## src/rtl/conv_seq_pkg.sv

```systemverilog
// conv_seq_pkg: state encoding, kernel size and address widths shared by the
// convolution sequencer and its window address generator.
package conv_seq_pkg;

  typedef enum logic [2:0] {IDLE, KLOAD, STREAM, READOUT, DONE} state_t;

  localparam int KSIZE = 9;
  localparam int IN_AW = 14;
  localparam int W_AW  = 9;
  localparam int B_AW  = 4;
  localparam int PS_AW = 12;

  // Counter width helper that never collapses to zero bits.
  function automatic int cw(input int n);
    return (n > 1) ? $clog2(n) : 1;
  endfunction

endpackage

```

## src/rtl/conv_window_addr_gen.sv

```systemverilog
// conv_window_addr_gen: follows the raster position of input reads, flags valid 3x3
// windows and delays them PIPE_LAT cycles into the partial-sum SRAM access triple.
module conv_window_addr_gen
  import conv_seq_pkg::*;
#(
  parameter int IMG_H    = 58,
  parameter int IMG_W    = 58,
  parameter int PIPE_LAT = 3
) (
  input  logic             clk,
  input  logic             rst_n,
  input  logic             clr,
  input  logic             issue,
  input  logic             first_ch,
  input  logic             sweep,
  input  logic [PS_AW-1:0] sweep_addr,
  output logic             ps_sram_en,
  output logic             ps_sram_rst_en,
  output logic [PS_AW-1:0] ps_sram_addr
);

  localparam int OUT_PIX = (IMG_H - 2) * (IMG_W - 2);
  localparam int RW      = cw(IMG_H);
  localparam int QW      = cw(IMG_W);

  logic [RW-1:0]    row;
  logic [QW-1:0]    col;
  logic [PS_AW-1:0] oaddr;
  logic             win;
  logic             pre_v;
  logic             pre_rst;
  logic [PS_AW-1:0] pre_addr;

  assign win = issue && (row >= RW'(2)) && (col >= QW'(2));

  // The output index advances by one per valid window, so no multiply is needed.
  always_ff @(posedge clk or negedge rst_n) begin
    if (!rst_n) begin
      row   <= '0;
      col   <= '0;
      oaddr <= '0;
    end else if (clr) begin
      row   <= '0;
      col   <= '0;
      oaddr <= '0;
    end else if (issue) begin
      if (col == QW'(IMG_W - 1)) begin
        col <= '0;
        row <= (row == RW'(IMG_H - 1)) ? '0 : row + 1'b1;
      end else begin
        col <= col + 1'b1;
      end
      if (win) oaddr <= (oaddr == PS_AW'(OUT_PIX - 1)) ? '0 : oaddr + 1'b1;
    end
  end

  // PIPE_LAT-1 stages here; the output register below supplies the last one.
  generate
    if (PIPE_LAT <= 1) begin : g_direct
      assign pre_v    = win;
      assign pre_rst  = win & first_ch;
      assign pre_addr = oaddr;
    end else begin : g_dly
      logic             dv [PIPE_LAT-1];
      logic             dr [PIPE_LAT-1];
      logic [PS_AW-1:0] da [PIPE_LAT-1];

      always_ff @(posedge clk or negedge rst_n) begin
        if (!rst_n) begin
          for (int k = 0; k < PIPE_LAT - 1; k++) begin
            dv[k] <= 1'b0;
            dr[k] <= 1'b0;
            da[k] <= '0;
          end
        end else begin
          dv[0] <= win;
          dr[0] <= win & first_ch;
          da[0] <= oaddr;
          for (int k = 1; k < PIPE_LAT - 1; k++) begin
            dv[k] <= dv[k-1];
            dr[k] <= dr[k-1];
            da[k] <= da[k-1];
          end
        end
      end

      assign pre_v    = dv[PIPE_LAT-2];
      assign pre_rst  = dr[PIPE_LAT-2];
      assign pre_addr = da[PIPE_LAT-2];
    end
  endgenerate

  always_ff @(posedge clk or negedge rst_n) begin
    if (!rst_n) begin
      ps_sram_en     <= 1'b0;
      ps_sram_rst_en <= 1'b0;
      ps_sram_addr   <= '0;
    end else begin
      ps_sram_en     <= pre_v | sweep;
      ps_sram_rst_en <= pre_rst & ~sweep;
      if (sweep)      ps_sram_addr <= sweep_addr;
      else if (pre_v) ps_sram_addr <= pre_addr;
    end
  end

endmodule

```

## src/rtl/conv_layer_sequencer.sv

```systemverilog
// conv_layer_sequencer: control initiator for the 4-PE convolution datapath.
// Defining CONV_SEQ_PERF_CNT_EN adds a saturating busy-cycle counter on perf_cycles.
//   state   | meaning
//   IDLE    | waiting for start
//   KLOAD   | 9-cycle weight load for channel ch
//   STREAM  | raster read of channel ch, then PIPE_LAT drain cycles
//   READOUT | partial-sum sweep with bias, results one cycle behind
//   DONE    | one-cycle completion pulse
module conv_layer_sequencer
  import conv_seq_pkg::*;
#(
  parameter int IMG_H    = 58,
  parameter int IMG_W    = 58,
  parameter int CH_IN    = 3,
  parameter int PIPE_LAT = 3
) (
  input  logic        clk,
  input  logic        rst_n,
  input  logic        start,
  input  logic [3:0]  group,
  output logic        busy,
  output logic        done,
  output logic        input_sram_en,
  output logic [13:0] input_sram_rd_addr,
  output logic        kernel_rf_en,
  output logic [8:0]  kernel1_rf_rd_addr,
  output logic [8:0]  kernel2_rf_rd_addr,
  output logic [8:0]  kernel3_rf_rd_addr,
  output logic [8:0]  kernel4_rf_rd_addr,
  output logic        bias_rf_en,
  output logic [3:0]  bias_rf_rd_addr,
  output logic        ps_sram_en,
  output logic        ps_sram_rst_en,
  output logic [11:0] ps_sram_addr,
  output logic        result_valid,
  output logic [11:0] result_addr
`ifdef CONV_SEQ_PERF_CNT_EN
 ,output logic [31:0] perf_cycles
`endif
);

  localparam int IMG_PIX    = IMG_H * IMG_W;
  localparam int OUT_PIX    = (IMG_H - 2) * (IMG_W - 2);
  localparam int STREAM_LEN = IMG_PIX + PIPE_LAT;
  localparam int TW         = cw(STREAM_LEN + KSIZE + OUT_PIX);
  localparam int CW         = cw(CH_IN);

  state_t           state;
  logic [TW-1:0]    tmr;
  logic [CW-1:0]    ch;
  logic [IN_AW-1:0] pix_base;
  logic [W_AW-1:0]  w_base;
  logic [W_AW-1:0]  kaddr;
  logic             accept;
  logic             last_ch;
  logic             sweep;
  logic [PS_AW-1:0] sweep_addr;

  assign accept  = (state == IDLE) && start;
  assign last_ch = (ch == CW'(CH_IN - 1));

  assign kernel1_rf_rd_addr = kaddr;
  assign kernel2_rf_rd_addr = kaddr;
  assign kernel3_rf_rd_addr = kaddr;
  assign kernel4_rf_rd_addr = kaddr;

  // Read-out request for the next cycle; the generator registers it.
  always_comb begin
    sweep      = 1'b0;
    sweep_addr = '0;
    if (state == STREAM && tmr == '0 && last_ch) sweep = 1'b1;
    if (state == READOUT && tmr > TW'(1)) begin
      sweep      = 1'b1;
      sweep_addr = ps_sram_addr + 1'b1;
    end
  end

  always_ff @(posedge clk or negedge rst_n) begin
    if (!rst_n) begin
      state              <= IDLE;
      tmr                <= '0;
      ch                 <= '0;
      pix_base           <= '0;
      w_base             <= '0;
      kaddr              <= '0;
      busy               <= 1'b0;
      done               <= 1'b0;
      input_sram_en      <= 1'b0;
      input_sram_rd_addr <= '0;
      kernel_rf_en       <= 1'b0;
      bias_rf_en         <= 1'b0;
      bias_rf_rd_addr    <= '0;
      result_valid       <= 1'b0;
      result_addr        <= '0;
    end else begin
      done <= 1'b0;
      case (state)
        IDLE: begin
          if (start) begin
            state           <= KLOAD;
            tmr             <= TW'(KSIZE - 1);
            ch              <= '0;
            pix_base        <= '0;
            w_base          <= '0;
            kaddr           <= '0;
            busy            <= 1'b1;
            kernel_rf_en    <= 1'b1;
            bias_rf_rd_addr <= group;
          end
        end
        KLOAD: begin
          if (tmr == '0) begin
            state              <= STREAM;
            tmr                <= TW'(STREAM_LEN - 1);
            kernel_rf_en       <= 1'b0;
            input_sram_en      <= 1'b1;
            input_sram_rd_addr <= pix_base;
          end else begin
            tmr   <= tmr - 1'b1;
            kaddr <= kaddr + 1'b1;
          end
        end
        STREAM: begin
          if (tmr == '0) begin
            input_sram_en <= 1'b0;
            if (!last_ch) begin
              state        <= KLOAD;
              tmr          <= TW'(KSIZE - 1);
              ch           <= ch + 1'b1;
              pix_base     <= pix_base + IN_AW'(IMG_PIX);
              w_base       <= w_base + W_AW'(KSIZE);
              kaddr        <= w_base + W_AW'(KSIZE);
              kernel_rf_en <= 1'b1;
            end else begin
              state      <= READOUT;
              tmr        <= TW'(OUT_PIX);
              bias_rf_en <= 1'b1;
            end
          end else begin
            tmr <= tmr - 1'b1;
            // The final PIPE_LAT cycles only drain the window pipeline.
            if (tmr > TW'(PIPE_LAT)) input_sram_rd_addr <= input_sram_rd_addr + 1'b1;
            else                     input_sram_en      <= 1'b0;
          end
        end
        READOUT: begin
          if (tmr == '0) begin
            state        <= DONE;
            done         <= 1'b1;
            result_valid <= 1'b0;
          end else begin
            tmr          <= tmr - 1'b1;
            result_valid <= 1'b1;
            result_addr  <= (tmr == TW'(OUT_PIX)) ? '0 : result_addr + 1'b1;
            if (tmr == TW'(1)) bias_rf_en <= 1'b0;
          end
        end
        DONE: begin
          state <= IDLE;
          busy  <= 1'b0;
        end
        default: state <= IDLE;
      endcase
    end
  end

  conv_window_addr_gen #(
    .IMG_H    (IMG_H),
    .IMG_W    (IMG_W),
    .PIPE_LAT (PIPE_LAT)
  ) u_win (
    .clk            (clk),
    .rst_n          (rst_n),
    .clr            (accept),
    .issue          (input_sram_en),
    .first_ch       (ch == '0),
    .sweep          (sweep),
    .sweep_addr     (sweep_addr),
    .ps_sram_en     (ps_sram_en),
    .ps_sram_rst_en (ps_sram_rst_en),
    .ps_sram_addr   (ps_sram_addr)
  );

`ifdef CONV_SEQ_PERF_CNT_EN
  always_ff @(posedge clk or negedge rst_n) begin
    if (!rst_n)                           perf_cycles <= '0;
    else if (accept)                      perf_cycles <= '0;
    else if (busy && perf_cycles != '1)   perf_cycles <= perf_cycles + 1'b1;
  end
`endif

endmodule

```

## config.mk

```make
export PLATFORM = sky130hd
export DESIGN_NAME = conv_layer_sequencer
export DESIGN_NICKNAME = d
export VERILOG_FILES = /design/src/rtl/conv_seq_pkg.sv /design/src/rtl/conv_window_addr_gen.sv /design/src/rtl/conv_layer_sequencer.sv
export SDC_FILE = /design/constraint.sdc
export NUM_CORES = 1
export LEC_CHECK = 0
export ABC_AREA = 1
export ABC_CLOCK_PERIOD_IN_PS = 1950
export CAP_MARGIN = 20
export CORE_ASPECT_RATIO = 0.9
export CORE_UTILIZATION = 44
export CTS_CLUSTER_DIAMETER = 50
export DETAILED_ROUTE_END_ITERATION = 6
export PLACE_DENSITY = 0.73
export REMOVE_ABC_BUFFERS = 1
export SLEW_MARGIN = 25
export SYNTH_ARGS = -nofsm -noshare
export SYNTH_HDL_FRONTEND = slang
export SYNTH_SLANG_ARGS = --single-unit
```

## constraint.sdc

```tcl
create_clock -name clk -period 1.95 [get_ports clk]
set_input_delay 0.195 -clock clk [delete_from_list [all_inputs] [get_ports clk]]
set_output_delay 0.195 -clock clk [all_outputs]
set_load 0.005 [all_outputs]
```

==> results.py, run 1 <==
metrics = {
    "placement": {
        "dp_slack_ns": 0.0904,
        "place_congestion": 0.908,
        "dp_cells": 1500,
        "hpwl_mm": 14.8,
        "postPlaceCellArea_sq_um": 9920,
        "port_buffers": 92,
    },
    "synthesis": {
        "ys_top_cells_by_area": "dfrtp_1 (43%), nand2_1 (16%), nand3_1 (6.1%)",
        "yosys_warnings": 0,
        "async_flop_share": 1.00,
        "synth_most_common_cell": "nand2_1",
        "ys_seq_elements": 150,
        "yosysTopAreaCell": "dfrtp_1",
        "synth_edf_count": 0,
        "ys_seq_area_frac": 0.427,
        "synth_cell_type_count": 44,
        "synth.cells.most_frequent": "nand2_1 (374), dfrtp_1 (150), inv_1 (126)",
        "syn_area_sq_um": 8800,
        "ys.flop_type": "dfrtp_1",
        "yosysTopAreaCellShare": 0.427,
        "synth_cells": 1188,
        "avgSynthCellArea_sq_um": 7.41,
    },
    "cts": {
        "tritoncts": "yes",
        "cts_made_buffers": 17,
        "cts.clk_slew.worst_paths_ns": 0.06,
        "clk_latency_ns": 0.42,
        "cts_max_path_buffers": 2,
        "cts_root_buffer": "clkbuf_16",
        "cts_sinks": 150,
        "htree_levels": 4,
    },
    "setup_path": {
        "worstSetupPathType": "reg2reg",
        "crit_path_end_kind": "register",
        "crit_arrival_ns": 2.14,
        "crit_path_top_delay_cell": "dfrtp_1",
        "max_stage_delay_ns": 0.42,
        "start_kind": "register",
        "crit_path_cell_trace": "nor2_1 > nand3_1 > nor2_8 > nand3_2 > buf_4 > nand3_4 > inv_2 > nand2_1 > nand2_1",
        "crit_top_cell": "nand2_1",
        "crit_fanout": 20,
        "critPathRequiredTime_ns": 2.26,
    },
    "drt": {
        "avgViaCountPerCell": 5.09,
        "drt_iter0_drc": 469,
        "totalWireLength_mm": 20.5,
        "wl_per_cell_um": 13.4,
        "dr.pass1.iters": 5,
        "antenna_left": 0,
        "route.detailed.drc": 0,
        "vias": 7809,
    },
    "sta": {
        "tightestPinTransition_ns": 0.403,
        "finalCriticalPeriod_ns": 1.83,
        "final_hold_viol_count": 0,
        "setup_viol": 0,
        "fmax_mhz": 548,
        "whs_ns": 0.237,
        "finalCritPeriodShare": 0.936,
        "slew_viol_final": 0,
        "grt_setup_unrepaired": "no",
        "setup_ws_ns": 0.124,
        "skew_ns": 0.00783,
        "slew_headroom": 0.728,
    },
    "cells_and_area": {
        "syn_to_final_growth_pct": 20.2,
        "fin_cells": 1534,
        "drive_gt1_frac": 0.0896,
        "antenna_cells": 0,
        "final_area_sq_um": 10600,
        "nets": 1297,
    },
    "die": {
        "core.rowCount": 48,
        "die_area_sq_um": 20600,
        "ioPinCount": 93,
        "die_height_um": 136,
        "core_sq_um": 19400,
        "dieWidth_um": 151,
        "initial_core_util": 0.454,
    },
    "global_route": {
        "grt_max_degree": 55,
        "track_usage": 0.213,
        "antenna_found_initial": 0,
        "grt-ovfl-total": 0,
        "grt_pass1_wl_mm": 34.7,
        "grt_pass1_vias": 7210,
    },
    "power": {
        "vdd_drop_max_mv": 0.728,
        "fin_total_pwr_mw": 14.0,
        "powerDensity_nw_per_um2": 1320,
        "p_leak_nw": 5.16,
    },
    "hold_path": {
        "hold_class": "in2async",
    },
    "outcome": {
        "outcome": "finished, final reports clean",
    },
    "job": {
        "cap_violations": 0,
    },
}
sequential cells by signal (all words and copies together) (netlist names), 2 cells and up:
name,cells
bias_rf_rd_addr,4
u_win.g_dly.da,12
kernel1_rf_rd_addr,9
u_win.pre_addr,12
u_win.oaddr,12
w_base,9
u_win.ps_sram_addr,12
input_sram_rd_addr,14
ch,2
result_addr,12
tmr,13
u_win.row,6
pix_base,12
u_win.col,6
state,3
layout make-up:
type	count	area, sq um
fillers	1756	8820
multi-input cells	844	4160
flip-flops and latches	150	3750
repair buffers	117	1200
inverters	141	534
clock buffers	20	447
well taps	250	313
clock inverters	12	176
through the flow:
| step | util | setup TNS (ns) |
|---|---|---|
| floorplan | - | -0.107 |
| global placement | 0.511 | 0 |
| detailed placement | 0.511 | 0 |
| CTS | 0.544 | 0 |
| global route | 0.545 | 0 |
| finish | 0.545 | 0 |
cell families (layout without fill, tap and decap cells):
logic type,count (synthesis),in the layout,synth area share
AOI/OAI and AO/OA,121,121,0.0734
and+or+nand+nor,684,684,0.351
adders and majority gates,19,19,0.0270
buffers and inverters,194,290,0.102
DFF,150,150,0.427
xor gates and xnor gates,20,20,0.0199
critical path, delay by kind of cell (launching register included):
kind | cells | cell delay [ns]
AND/OR/NAND/NOR | 7 | 1.00
buffers and inverters | 2 | 0.29
flip-flops | 1 | 0.42
what timing repair did:
| item | 4_1_cts | 5_1_grt |
|---|---|---|
| setup buffers | 0 | 1 |
| hold buffers | 1 | 0 |
| endpoints found under the setup margin | 0 | 42 |
| gates resized for setup | 0 | 4 |
| endpoints found under the hold margin | 31 | 0 |
layer usage:
| metal | global-route usage | vias to the layer above | routed length (um) |
|---|---|---|---|
| li1 | - | 3976 | - |
| met1 | 0.290 | 3624 | 9710 |
| met2 | 0.336 | 180 | 9610 |
| met3 | 0.0426 | 29 | 886 |
| met4 | 0.0739 | 0 | 280 |
| met5 | 0 | - | 0 |
final timing paths:
check / slack [ns] / start / to / cells after the start
max in group asynchronous: 1.08 / rst_n / state[2] / 3
setup / recovery: 0.12 / tmr[11] / u_win.ps_sram_addr[7] / 9
setup reg to reg: 0.12 / tmr[11] / u_win.ps_sram_addr[7] / 9
hold reg to reg: 0.34 / u_win.g_dly.da[20] / u_win.pre_addr[8] / 0
hold / removal: 0.24 / rst_n / u_win.ps_sram_addr[8] / 2
min in group clk: 0.31 / group[1] / bias_rf_rd_addr[1] / 3
where the power goes:
group | total, mW | internal [mW] | leakage [nW] | switching (mW)
combinational | 5.84 | 2.44 | 2.84 | 3.40
clock | 3.49 | 2.18 | 0.300 | 1.31
sequential | 4.64 | 3.81 | 2.01 | 0.828
total | 14.0 | 8.43 | 5.16 | 5.54
cells in the final DEF (no fill, tap or decap), types with 2 or more instances in the layout:
cell               n
nor2_2             6
clkdlybuf4s50_1   91
nor3_1            18
ha_1              19
inv_4              2
o21ai_1           37
nand4_1           42
nand3_2            6
clkbuf_16         17
xor2_1            14
clkinvlp_4         2
nand3_4            3
nand2_4            6
nor2_4             5
nand3_1          108
nand3b_1           4
bufinv_16          4
clkinv_2           3
nor3b_1            2
inv_1            125
xnor2_1            6
nand2_2            6
buf_12             7
buf_4             17
clkbuf_1           2
nand2_1          373
clkinv_4           2
o21ai_2            2
o211ai_1           3
a21oi_1           27
nor2_1            91
or2_2              8
o21ai_0           40
o22ai_1            5
inv_2             13
o21bai_1           3
dfrtp_1          150
Power figures use the tool's default switching activity.
==> inputs of run 2 (changes only) <==
--- a/config.mk
+++ b/config.mk
@@ -8,7 +8,6 @@
 export ABC_AREA = 1
 export ABC_CLOCK_PERIOD_IN_PS = 1950
 export CAP_MARGIN = 20
-export CORE_ASPECT_RATIO = 0.9
 export CORE_UTILIZATION = 44
 export CTS_CLUSTER_DIAMETER = 50
 export DETAILED_ROUTE_END_ITERATION = 6
==> constraint.sdc (replaced) <==
create_clock -name clk -period 1.95 [get_ports clk]
set_input_delay 0.195 -clock clk [delete_from_list [all_inputs] [get_ports clk]]
set_output_delay 0.195 -clock clk [all_outputs]
set_load 0.01 [all_outputs]
==> run 2 against run 1 <==
Effect of this change:
- setup slack got worse by 0.0063 ns
- non-clock buffer count is 1 lower
- critical path depth unchanged
- critical endpoint is now kernel1_rf_rd_addr[4]
==> results.py, run 2 (synthesis gave the netlist of run 1 again) <==
metrics = {
    "drt": {
        "antenna_left": 0,
        "dr.pass1.iters": 5,
        "avgViaCountPerCell": 5.10,
        "vias": 7889,
        "totalWireLength_mm": 20.7,
        "drt_iter0_drc": 571,
        "wl_per_cell_um": 13.4,
        "route.detailed.drc": 0,
    },
    "power": {
        "p_clk_frac": 0.245,
        "powerDensity_nw_per_um2": 1330,
        "switching_power_mw": 5.64,
        "intPower_mw": 8.41,
        "p_leak_nw": 5.14,
        "vdd_drop_max_mv": 0.743,
        "seqPwrFrac": 0.330,
        "fin_total_pwr_mw": 14.0,
        "switching_share": 0.401,
        "power_frac_comb": 0.425,
    },
    "cells_and_area": {
        "largestRegisters": "input_sram_rd_addr (14), tmr (13)",
        "layout_common_cells": "nand2_1 (373), dfrtp_1 (150), inv_1 (126)",
        "nets": 1296,
        "postLayoutCoreUtil": 0.541,
        "largest_register_ffs": 14,
        "fillers": 1837,
        "syn_to_final_growth_pct": 20.1,
        "final_area_sq_um": 10600,
        "max_flop_register": "input_sram_rd_addr",
        "fin_cells": 1546,
        "drive_gt1_frac": 0.0859,
        "final_common_cell": "nand2_1",
        "antenna_cells": 0,
    },
    "sta": {
        "setup_viol": 0,
        "slew_viol_final": 0,
        "skew_ns": 0.0144,
        "final_hold_viol_count": 0,
        "setup_tns_ns": 0,
        "grt_setup_unrepaired": "no",
        "tightestPinTransition_ns": 0.464,
        "whs_ns": 0.285,
        "finalCritPeriodShare": 0.940,
        "slew_headroom": 0.690,
        "setup_ws_ns": 0.118,
        "finalCriticalPeriod_ns": 1.83,
        "fmax_mhz": 546,
    },
    "cts": {
        "htree_levels": 4,
        "cts_sinks": 150,
        "cts_root_buffer": "clkbuf_16",
        "clk_latency_ns": 0.42,
        "cts.clk_slew.worst_paths_ns": 0.07,
        "cts_made_buffers": 17,
        "tritoncts": "yes",
        "cts_max_path_buffers": 2,
    },
    "global_route": {
        "use_met2": 0.362,
        "track_usage": 0.212,
        "grt_util_met1": 0.272,
        "antenna_found_initial": 0,
        "grt_pass1_vias": 7326,
        "grt_max_degree": 55,
        "grtUsageMet3": 0.0340,
        "busiest_layer": "met2",
        "grt_pass1_wl_mm": 34.6,
        "grt-ovfl-total": 0,
    },
    "setup_path": {
        "crit_arrival_ns": 2.14,
        "worstSetupPathType": "reg2reg",
        "start_kind": "register",
        "critPathRequiredTime_ns": 2.26,
        "crit_fanout": 13,
        "crit_path_end_kind": "register",
    },
    "die": {
        "initial_core_util": 0.451,
        "die_height_um": 143,
        "dieWidth_um": 143,
        "die_area_sq_um": 20600,
        "core.rowCount": 51,
        "core_sq_um": 19500,
        "ioPinCount": 93,
    },
    "placement": {
        "hpwl_mm": 14.9,
        "postPlaceCellArea_sq_um": 9910,
        "dp_slack_ns": 0.0975,
        "place_congestion": 0.915,
        "dp_cells": 1514,
        "port_buffers": 92,
    },
    "job": {
        "cap_violations": 0,
    },
    "outcome": {
        "outcome": "finished, final reports clean",
    },
    "hold_path": {
        "hold_class": "in2async",
    },
}
run 2: changes by cell type in the layout (fill, tap and decap cells not counted), sizes merged:
cell	previous run	this run
buf	25	24
clkbuf	20	22
clkinv	6	4
inv	141	139
run 2: worst paths after layout:
check	startpoint	endpoint	slack, ns	cells past startpoint
min reg2reg	u_win.g_dly.da[12]	u_win.pre_addr[0]	0.35	0
max	tmr[0]	kernel1_rf_rd_addr[4]	0.12	9
min	rst_n	u_win.ps_sram_addr[6]	0.28	2
min in group clk	group[1]	bias_rf_rd_addr[1]	0.32	3
max reg2reg	tmr[0]	kernel1_rf_rd_addr[4]	0.12	9
max in group asynchronous	rst_n	bias_rf_rd_addr[0]	1.02	3
run 2: timing repair:
| action | in CTS | in global routing |
|---|---|---|
| buffers inserted | 0 | 1 |
| gates resized for setup | 0 | 4 |
| endpoints found under the hold margin | 43 | 0 |
| endpoints found under the setup margin | 0 | 22 |
| hold buffers | 1 | 0 |
run 2: area by class of cell:
type	count	area, sq um	area share
well taps	265	332	0.0314
clock inverters	8	149	0.0141
flip-flops and latches	150	3750	0.355
repair buffers	116	1180	0.112
clock buffers	22	464	0.0439
multi-input cells	844	4160	0.393
inverters	141	537	0.0508
run 2: power by group through the flow:
stage | clock, mW | combinational, mW | sequential (mW)
floorplan | 0 | 3.47 | 4.70
global route | 3.63 | 6.69 | 4.74
global placement | 0 | 5.73 | 4.65
finish | 3.44 | 5.97 | 4.63
detailed placement | 0 | 5.82 | 4.67
CTS | 3.49 | 5.87 | 4.62
run 2: worst max-delay path, stage by stage, from the launching register on:
cell      delay (ns)
dfrtp_1         0.41
inv_1           0.16
ha_1            0.19
nand2_2         0.09
inv_2           0.20
nand3_4         0.17
nand3_2         0.22
clkinv_4        0.14
nand2_1         0.08
o21ai_1         0.06
run 2: per-layer routing:
layer | vias to the layer above | routed length (um)
met5 | - | 0
met3 | 35 | 802
met4 | 0 | 449
met2 | 185 | 10300
met1 | 3716 | 9140
li1 | 3953 | -
